File: src/rtl/neuron_mac_sequencer.sv
// Hidden-layer neuron dot-product sequencer for the ELM datapath.
// Streams LEN x/w pairs through the shift-add multiplier's start/done
// handshake, accumulates the products and offers the sum on a valid/ready port.
// Build option: define NEURON_MAC_SAT_EN to saturate out_data to all-ones when
// out_ovf is set; otherwise out_data is the truncated accumulator.
module neuron_mac_sequencer #(
    parameter int unsigned DATA_W = 16,
    parameter int unsigned ACC_W  = 40,
    parameter int unsigned OUT_W  = 32,
    parameter int unsigned LEN_W  = 8
) (
    input  logic                clk,
    input  logic                rst,
    input  logic                start,
    input  logic [LEN_W-1:0]    len,
    input  logic                in_valid,
    output logic                in_ready,
    input  logic [DATA_W-1:0]   in_x,
    input  logic [DATA_W-1:0]   in_w,
    output logic                mul_start,
    output logic [DATA_W-1:0]   mul_a,
    output logic [DATA_W-1:0]   mul_b,
    input  logic                mul_done,
    input  logic [2*DATA_W-1:0] mul_product,
    output logic                out_valid,
    input  logic                out_ready,
    output logic [OUT_W-1:0]    out_data,
    output logic                out_ovf,
    output logic                busy
);

    localparam int unsigned ACC_XW = ACC_W + 1;

    typedef enum logic [2:0] {
        S_IDLE  = 3'd0,
        S_FETCH = 3'd1,
        S_MUL   = 3'd2,
        S_WAIT  = 3'd3,
        S_OUT   = 3'd4
    } state_e;

    state_e              state_q, state_d;
    logic [LEN_W-1:0]    len_q, len_d;
    logic [LEN_W-1:0]    cnt_q, cnt_d;
    logic [ACC_W-1:0]    acc_q, acc_d;
    logic                ovf_q, ovf_d;
    logic [DATA_W-1:0]   mul_a_q, mul_a_d;
    logic [DATA_W-1:0]   mul_b_q, mul_b_d;
    logic                in_ready_q, in_ready_d;
    logic                mul_start_q, mul_start_d;
    logic                out_valid_q, out_valid_d;
    logic [OUT_W-1:0]    out_data_q, out_data_d;
    logic                out_ovf_q, out_ovf_d;
    logic                busy_q, busy_d;
    logic [ACC_W:0]      sum_ext;
    logic                ovf_full;

    // Next-state, datapath update and registered-output decode
    always_comb begin
        state_d     = state_q;
        len_d       = len_q;
        cnt_d       = cnt_q;
        acc_d       = acc_q;
        ovf_d       = ovf_q;
        mul_a_d     = mul_a_q;
        mul_b_d     = mul_b_q;
        sum_ext     = {1'b0, acc_q} + ACC_XW'(mul_product);

        case (state_q)
            S_IDLE: begin
                if (start) begin
                    len_d   = len;
                    cnt_d   = '0;
                    acc_d   = '0;
                    ovf_d   = 1'b0;
                    state_d = (len == '0) ? S_OUT : S_FETCH;
                end
            end
            S_FETCH: begin
                if (in_valid && in_ready_q) begin
                    mul_a_d = in_x;
                    mul_b_d = in_w;
                    state_d = S_MUL;
                end
            end
            S_MUL: begin
                state_d = S_WAIT;
            end
            S_WAIT: begin
                if (mul_done) begin
                    acc_d   = sum_ext[ACC_W-1:0];
                    ovf_d   = ovf_q | sum_ext[ACC_W];
                    cnt_d   = cnt_q + LEN_W'(1);
                    state_d = (cnt_q == len_q - LEN_W'(1)) ? S_OUT : S_FETCH;
                end
            end
            S_OUT: begin
                if (out_valid_q && out_ready) begin
                    state_d = S_IDLE;
                end
            end
            default: begin
                state_d = S_IDLE;
            end
        endcase

        // Output flops track the state being entered, except out_valid which
        // rises one cycle into OUT and drops on the accepting edge.
        in_ready_d  = (state_d == S_FETCH);
        mul_start_d = (state_d == S_MUL);
        busy_d      = (state_d != S_IDLE);
        out_valid_d = (state_q == S_OUT) && !(out_valid_q && out_ready);

        ovf_full    = ovf_d | (|acc_d[ACC_W-1:OUT_W]);
        out_ovf_d   = (state_d == S_OUT) ? ovf_full : 1'b0;
`ifdef NEURON_MAC_SAT_EN
        out_data_d  = (state_d != S_OUT) ? '0 :
                      (ovf_full ? {OUT_W{1'b1}} : acc_d[OUT_W-1:0]);
`else
        out_data_d  = (state_d == S_OUT) ? acc_d[OUT_W-1:0] : '0;
`endif
    end

    // State and output registers, synchronous active-high reset
    always_ff @(posedge clk) begin
        if (rst) begin
            state_q     <= S_IDLE;
            len_q       <= '0;
            cnt_q       <= '0;
            acc_q       <= '0;
            ovf_q       <= 1'b0;
            mul_a_q     <= '0;
            mul_b_q     <= '0;
            in_ready_q  <= 1'b0;
            mul_start_q <= 1'b0;
            out_valid_q <= 1'b0;
            out_data_q  <= '0;
            out_ovf_q   <= 1'b0;
            busy_q      <= 1'b0;
        end else begin
            state_q     <= state_d;
            len_q       <= len_d;
            cnt_q       <= cnt_d;
            acc_q       <= acc_d;
            ovf_q       <= ovf_d;
            mul_a_q     <= mul_a_d;
            mul_b_q     <= mul_b_d;
            in_ready_q  <= in_ready_d;
            mul_start_q <= mul_start_d;
            out_valid_q <= out_valid_d;
            out_data_q  <= out_data_d;
            out_ovf_q   <= out_ovf_d;
            busy_q      <= busy_d;
        end
    end

    assign in_ready  = in_ready_q;
    assign mul_start = mul_start_q;
    assign mul_a     = mul_a_q;
    assign mul_b     = mul_b_q;
    assign out_valid = out_valid_q;
    assign out_data  = out_data_q;
    assign out_ovf   = out_ovf_q;
    assign busy      = busy_q;

endmodule

File: config.mk
export PLATFORM = sky130hd
export DESIGN_NAME = neuron_mac_sequencer
export DESIGN_NICKNAME = d
export VERILOG_FILES = /design/src/rtl/neuron_mac_sequencer.sv
export SDC_FILE = /design/constraint.sdc
export NUM_CORES = 1
export LEC_CHECK = 0
export ABC_AREA = 1
export ABC_CLOCK_PERIOD_IN_PS = 4320
export CAP_MARGIN = 5
export CORE_UTILIZATION = 50
export DETAILED_ROUTE_END_ITERATION = 12
export GPL_TIMING_DRIVEN = 0
export PLACE_DENSITY = 0.75
export REMOVE_ABC_BUFFERS = 1
export SLEW_MARGIN = 20
export SYNTH_ARGS = -nofsm -noshare
export SYNTH_HDL_FRONTEND = slang
export SYNTH_SLANG_ARGS = --single-unit
export TNS_END_PERCENT = 20
File: constraint.sdc
create_clock -name clk -period 4.32 [get_ports clk]
set_input_delay 0.648 -clock clk [delete_from_list [all_inputs] [get_ports clk]]
set_output_delay 0.648 -clock clk [all_outputs]
set_load 0.005 [all_outputs]
# ---- Yosys cells after proc, flatten, opt, wreduce, memory -nomap -nowiden
# Index checks and enable logic that the tools add are counted.
dict set report op_classes {
  n_eq_ne 10
  n_bitwise 3
  n_reduce_logical 13
  n_mux 16
  addsub 3
}
# op n
set op_table {}
lappend op_table {{$mux W40} 2}
lappend op_table {{$pmux W40 S2} 1}
lappend op_table {{$add A40 B32 Y41} 1}
lappend op_table {{$mux W3} 6}
lappend op_table {{$mux W8} 2}
lappend op_table {{$pmux W8 S2} 1}
lappend op_table {{$pmux W3 S5} 1}
lappend op_table {{$eq A3 B2 Y1 const B} 3}
lappend op_table {{$add A8 B1 Y8 const B} 1}
lappend op_table {{$eq A8 B8 Y1} 1}
lappend op_table {{$logic_not A8 Y1} 1}
lappend op_table {{$reduce_or A8 Y1} 1}
lappend op_table {{$sub A8 B1 Y8 const B} 1}
lappend op_table {{$eq A3 B1 Y1 const B} 2}
lappend op_table {{$eq A3 B3 Y1 const B} 2}
lappend op_table {{$ne A2 B2 Y1 const B} 2}
lappend op_table {{$reduce_and A2 Y1} 2}
lappend op_table {{$logic_and A1 B1 Y1} 3}
lappend op_table {{$logic_not A3 Y1} 1}
lappend op_table {{$reduce_and A3 Y1} 1}
lappend op_table {{$reduce_bool A3 Y1} 1}
lappend op_table {{$mux W1} 2}
lappend op_table {{$or A1 B1 Y1} 2}
lappend op_table {{$pmux W1 S2} 1}
lappend op_table {{4 further kinds} 4}
dict set report word_totals {
  register_bits 129
  input_bits 78
}

# ---- Depth between registers and ports, before layout
dict set report logic_depth {
  depth_word 8
  mapped_depth 19
  depth_no_buf 19
}

# ---- Worst setup path before layout
# OpenSTA, ideal clock, no wires.
dict set report synth_path {
  path_type {input -> register}
  startpoint {input port mul_product[0]}
  endpoint {register out_ovf_q, in the netlist out_ovf}
  n_path_buf 0
  t_required_ns 4.211
  t_arrival_ns 2.438
  stages 17
  setup_time_ns 0.109
  slack_ns 1.773
  path_cell_list {ha_1 > fa_1 > nand3_1 > nor2_1 > or2_2 > nand2_1 > nand3_1 > nand2_1 > nand2_1 > nand2_1 > nand2_1 > nand2_1 > nand2_1 > nor2_1 > nand3_1 > nand2_1 > inv_1}
}
dict set report synth_between {
  elab_chain_len 5
}
# item line
set synth_rtl {}
lappend synth_rtl {{from (decl)} 24} ;# input logic [2*DATA_W-1:0] mul_product,
lappend synth_rtl {{$add A40 B32 Y41 (*)} 67} ;# sum_ext = {1'b0, acc_q} + ACC_XW'(mul_product);
lappend synth_rtl {{$mux W40 / $or A1 B1 Y1 (equally long branches)} {90, 92}}
lappend synth_rtl {{$pmux W40 S2 / $mux W1 (equally long branches)} {69, 90}}
lappend synth_rtl {{$reduce_or A8 Y1 / $pmux W1 S2 (equally long branches)} {114, 69}}
lappend synth_rtl {{$or A1 B1 Y1 (*)} 114} ;# ovf_full = ovf_d | (|acc_d[ACC_W-1:OUT_W]);
lappend synth_rtl {{to (signal assigned)} 152} ;# out_ovf_q <= out_ovf_d;
lappend synth_rtl {{to (decl)} 53} ;# logic out_ovf_q, out_ovf_d;
# Mark *: on every way between the ends. The rest lies on a longest branch, timed or not.
# A chain may end at the register's enable or synchronous reset.

# ---- Worst setup path after layout
# Same ends and word-level chain as after synthesis.

==> out/metrics.cfg <==
[outcome]
outcome = completed

[clock_tree]
clock_sinks = 129
ctsResizeCount = 0
cts_setup_buffers = 0
postCtsHoldBufs = 0
cts_tree = built
htreeDepth = 4
cts-root-buf = clkbuf_16
cts_max_path_buffers = 2
cts_made_buffers = 17
path_clk_slew_ps = 60
clkLatencyLatePin_ps = 420

[drt]
antenna_left = 0
routed_wl_mm = 19.86
dr.first_iter.drc_count = 461
wl_per_cell_um = 13.72
vias = 7359
avgViaCountPerCell = 5.082
first_pass_iters = 5
drcViolationCount = 0

[final_layout]
antenna_cells = 0
mostFrequentLayoutCell = nand2_1
nNetsFinal = 1368
drive_above_1_share = 0.04495
seq_area_um2 = 2582
layout_common_cells = nand2_1 (290), nor2_1 (196), clkdlybuf4s50_1 (145)
multi_input_area_um2 = 3969
area_growth_pct = 30.83
fin_area_um2 = 9393
n_fill_cell = 1301

[place]
dp_slack_ps = 898.2
portBuffers = 146
dp_hpwl_mm = 14.89
gp_congestion = 0.9566
place_area_um2 = 8807

[setup_path]
worstSetupEndpointType = flop
r2r-start = state_q[1]
r2r_end = cnt_q[7]
cp-start-kind = input port
worstSetupEndpoint = out_ovf
path_class = input port to flop
worstPathArrival_ps = 3330
required_ps = 4630
rrSetupSlack_ps = 1570
worstPathMaxFanout = 4
reg2reg_depth = 13
setup.worst_path.start = mul_product[0]

[pwr]
totalPowerFinal_mw = 2.988
peakVddDrop_mv = 0.2482
power_density_nw_per_um2 = 318.1
p_leak_nw = 4.325

[run]
maxCapViolations = 0

[floorplan]
die-area_um2 = 14840
io_pins = 147
num_rows = 43
fp.dieW_um = 121.8
die_h_um = 121.8
start_util = 0.5152
coreArea_um2 = 13930

[timing]
relSlewSlack = 0.3500
skew_ps = 10.41
fin_ws_ps = 1305
setup_viol = 0
setup_tns_ps = 0
fin_crit_ps = 3015
fin_crit_sh = 0.6979
max_freq_ghz = 0.3317
hold_viol = 0
grt_setup_unrepaired = no
timing.final.max_slew_violations = 0
hold_ws_ps = 472.7
tightest_slew_ps = 973.9

[yosys]
synth-seq-cells = 129
seq_area_frac_synth = 0.3597
synthDistinctLibCells = 38
syn_avg_cell_area_um2 = 6.445
synth_area_um2 = 7179
yosys_warnings = 0
synthCells = 1114

[global_route]
grt_pass1_wl_mm = 31.88
grt_pass1_vias = 6637
overflow = 0
antenna_found_initial = 0
grt_max_degree = 44
grt_util_all_layers = 0.2766

[min_path]
hp-class = flop to flop

-- Yosys cell counts --
cell type / count / area, um^2
a22oi_1: 2 / 15.01
o21ai_0: 75 / 375.4
nor3_1: 16 / 80.08
or2_0: 1 / 6.260
ha_1: 34 / 425.4
xnor2_1: 10 / 87.58
clkbuf_1: 19 / 71.32
inv_2: 4 / 15.01
nand3b_1: 1 / 7.510
inv_4: 1 / 6.260
nand2_4: 1 / 11.26
nor2_8: 1 / 20.02
fa_1: 1 / 20.02
nand2_2: 3 / 18.77
buf_2: 4 / 20.02
nand3_1: 49 / 245.2
a31oi_1: 3 / 18.77
nor2_1: 197 / 739.5
o21a_1: 3 / 22.52
and3_1: 1 / 6.260
xor2_1: 8 / 70.07
a21boi_0: 6 / 45.04
nor3b_1: 2 / 15.01
nand2_1: 290 / 1089
inv_1: 134 / 503.0
nand4_1: 5 / 31.28
or4_1: 2 / 15.01
a31o_2: 2 / 17.52
a21oi_1: 83 / 415.4
dfxtp_1: 129 / 2582
nor3_2: 1 / 10.01
o22ai_1: 1 / 6.260
a21oi_2: 1 / 8.760
o21bai_1: 7 / 52.55
buf_1: 4 / 15.01
nor2_4: 2 / 22.52
nor4_1: 7 / 43.79
or2_2: 4 / 25.02
-- layout make-up --
class,instances,share of cell area
multi-input combinational,819,0.4225
sequential,129,0.2749
timing repair buffer,149,0.1604
inverter,139,0.05581
clock buffer,18,0.04569
tap,180,0.02398
clock inverter,14,0.01665
-- where the power goes --
| group | switching, mW | internal (mW) |
|---|---|---|
| Clock | 0.578 | 0.859 |
| Combinational | 0.170 | 0.150 |
| Sequential | 0.0153 | 1.22 |
-- flip-flops by register name (all words and copies together), names as in the netlist --
name	cells
busy	1
in_ready	1
acc_q	40
out_valid	1
mul_a	16
out_data	32
mul_b	16
mul_start	1
len_q	8
cnt_q	8
ovf_q	1
out_ovf	1
state_q	3
-- per-layer routing --
layer  routed length [um]  GRT usage
met5                    0          0
met4                  283    0.07099
met3                 1674    0.09082
met2                 9050     0.4530
met1                 8852     0.3475
-- through the flow --
stage / util / instances
final: 0.6741 / 1448
after global routing: 0.6741 / 1448
after CTS: 0.6741 / 1448
after detailed placement: 0.6320 / 1416
after global placement: 0.6286 / 1413
after floorplan: - / 1087
-- worst min-delay path by stage --
stage / from / endpoint / slack, ps / cells after the start
6_report: len_q[7] / len_q[7] / 470 / 2
5_1_grt: len_q[7] / len_q[7] / 500 / 2
4_1_cts: len_q[7] / len_q[7] / 480 / 2
3_5_place_dp: len_q[7] / len_q[7] / 470 / 2
3_3_place_gp: len_q[7] / len_q[7] / 470 / 2
2_1_floorplan: len_q[7] / len_q[7] / 450 / 2
-- critical path, stage by stage --
cell	delay (ps)
clkdlybuf4s50_1	400
ha_1	250
fa_1	430
nand3_1	120
nand3_1	190
nand2_1	110
nand3_1	110
nand2_1	90
nand2_1	140
nand2_1	100
nand2_1	110
a21boi_0	250
nand3_1	110
nor2_1	90
nand3_1	70
nand2_1	60
inv_1	40
-- cell families (layout without fill, tap and decap cells) --
group | Yosys count | in the layout | synth area share
compound gates | 183 | 183 | 0.1361
xor+xnor | 18 | 18 | 0.02196
fa+ha+maj | 35 | 35 | 0.06204
flops | 129 | 129 | 0.3597
buf+inv | 166 | 320 | 0.08783
simple gates | 583 | 583 | 0.3323
No activity file was read; power rests on OpenSTA's default activity.
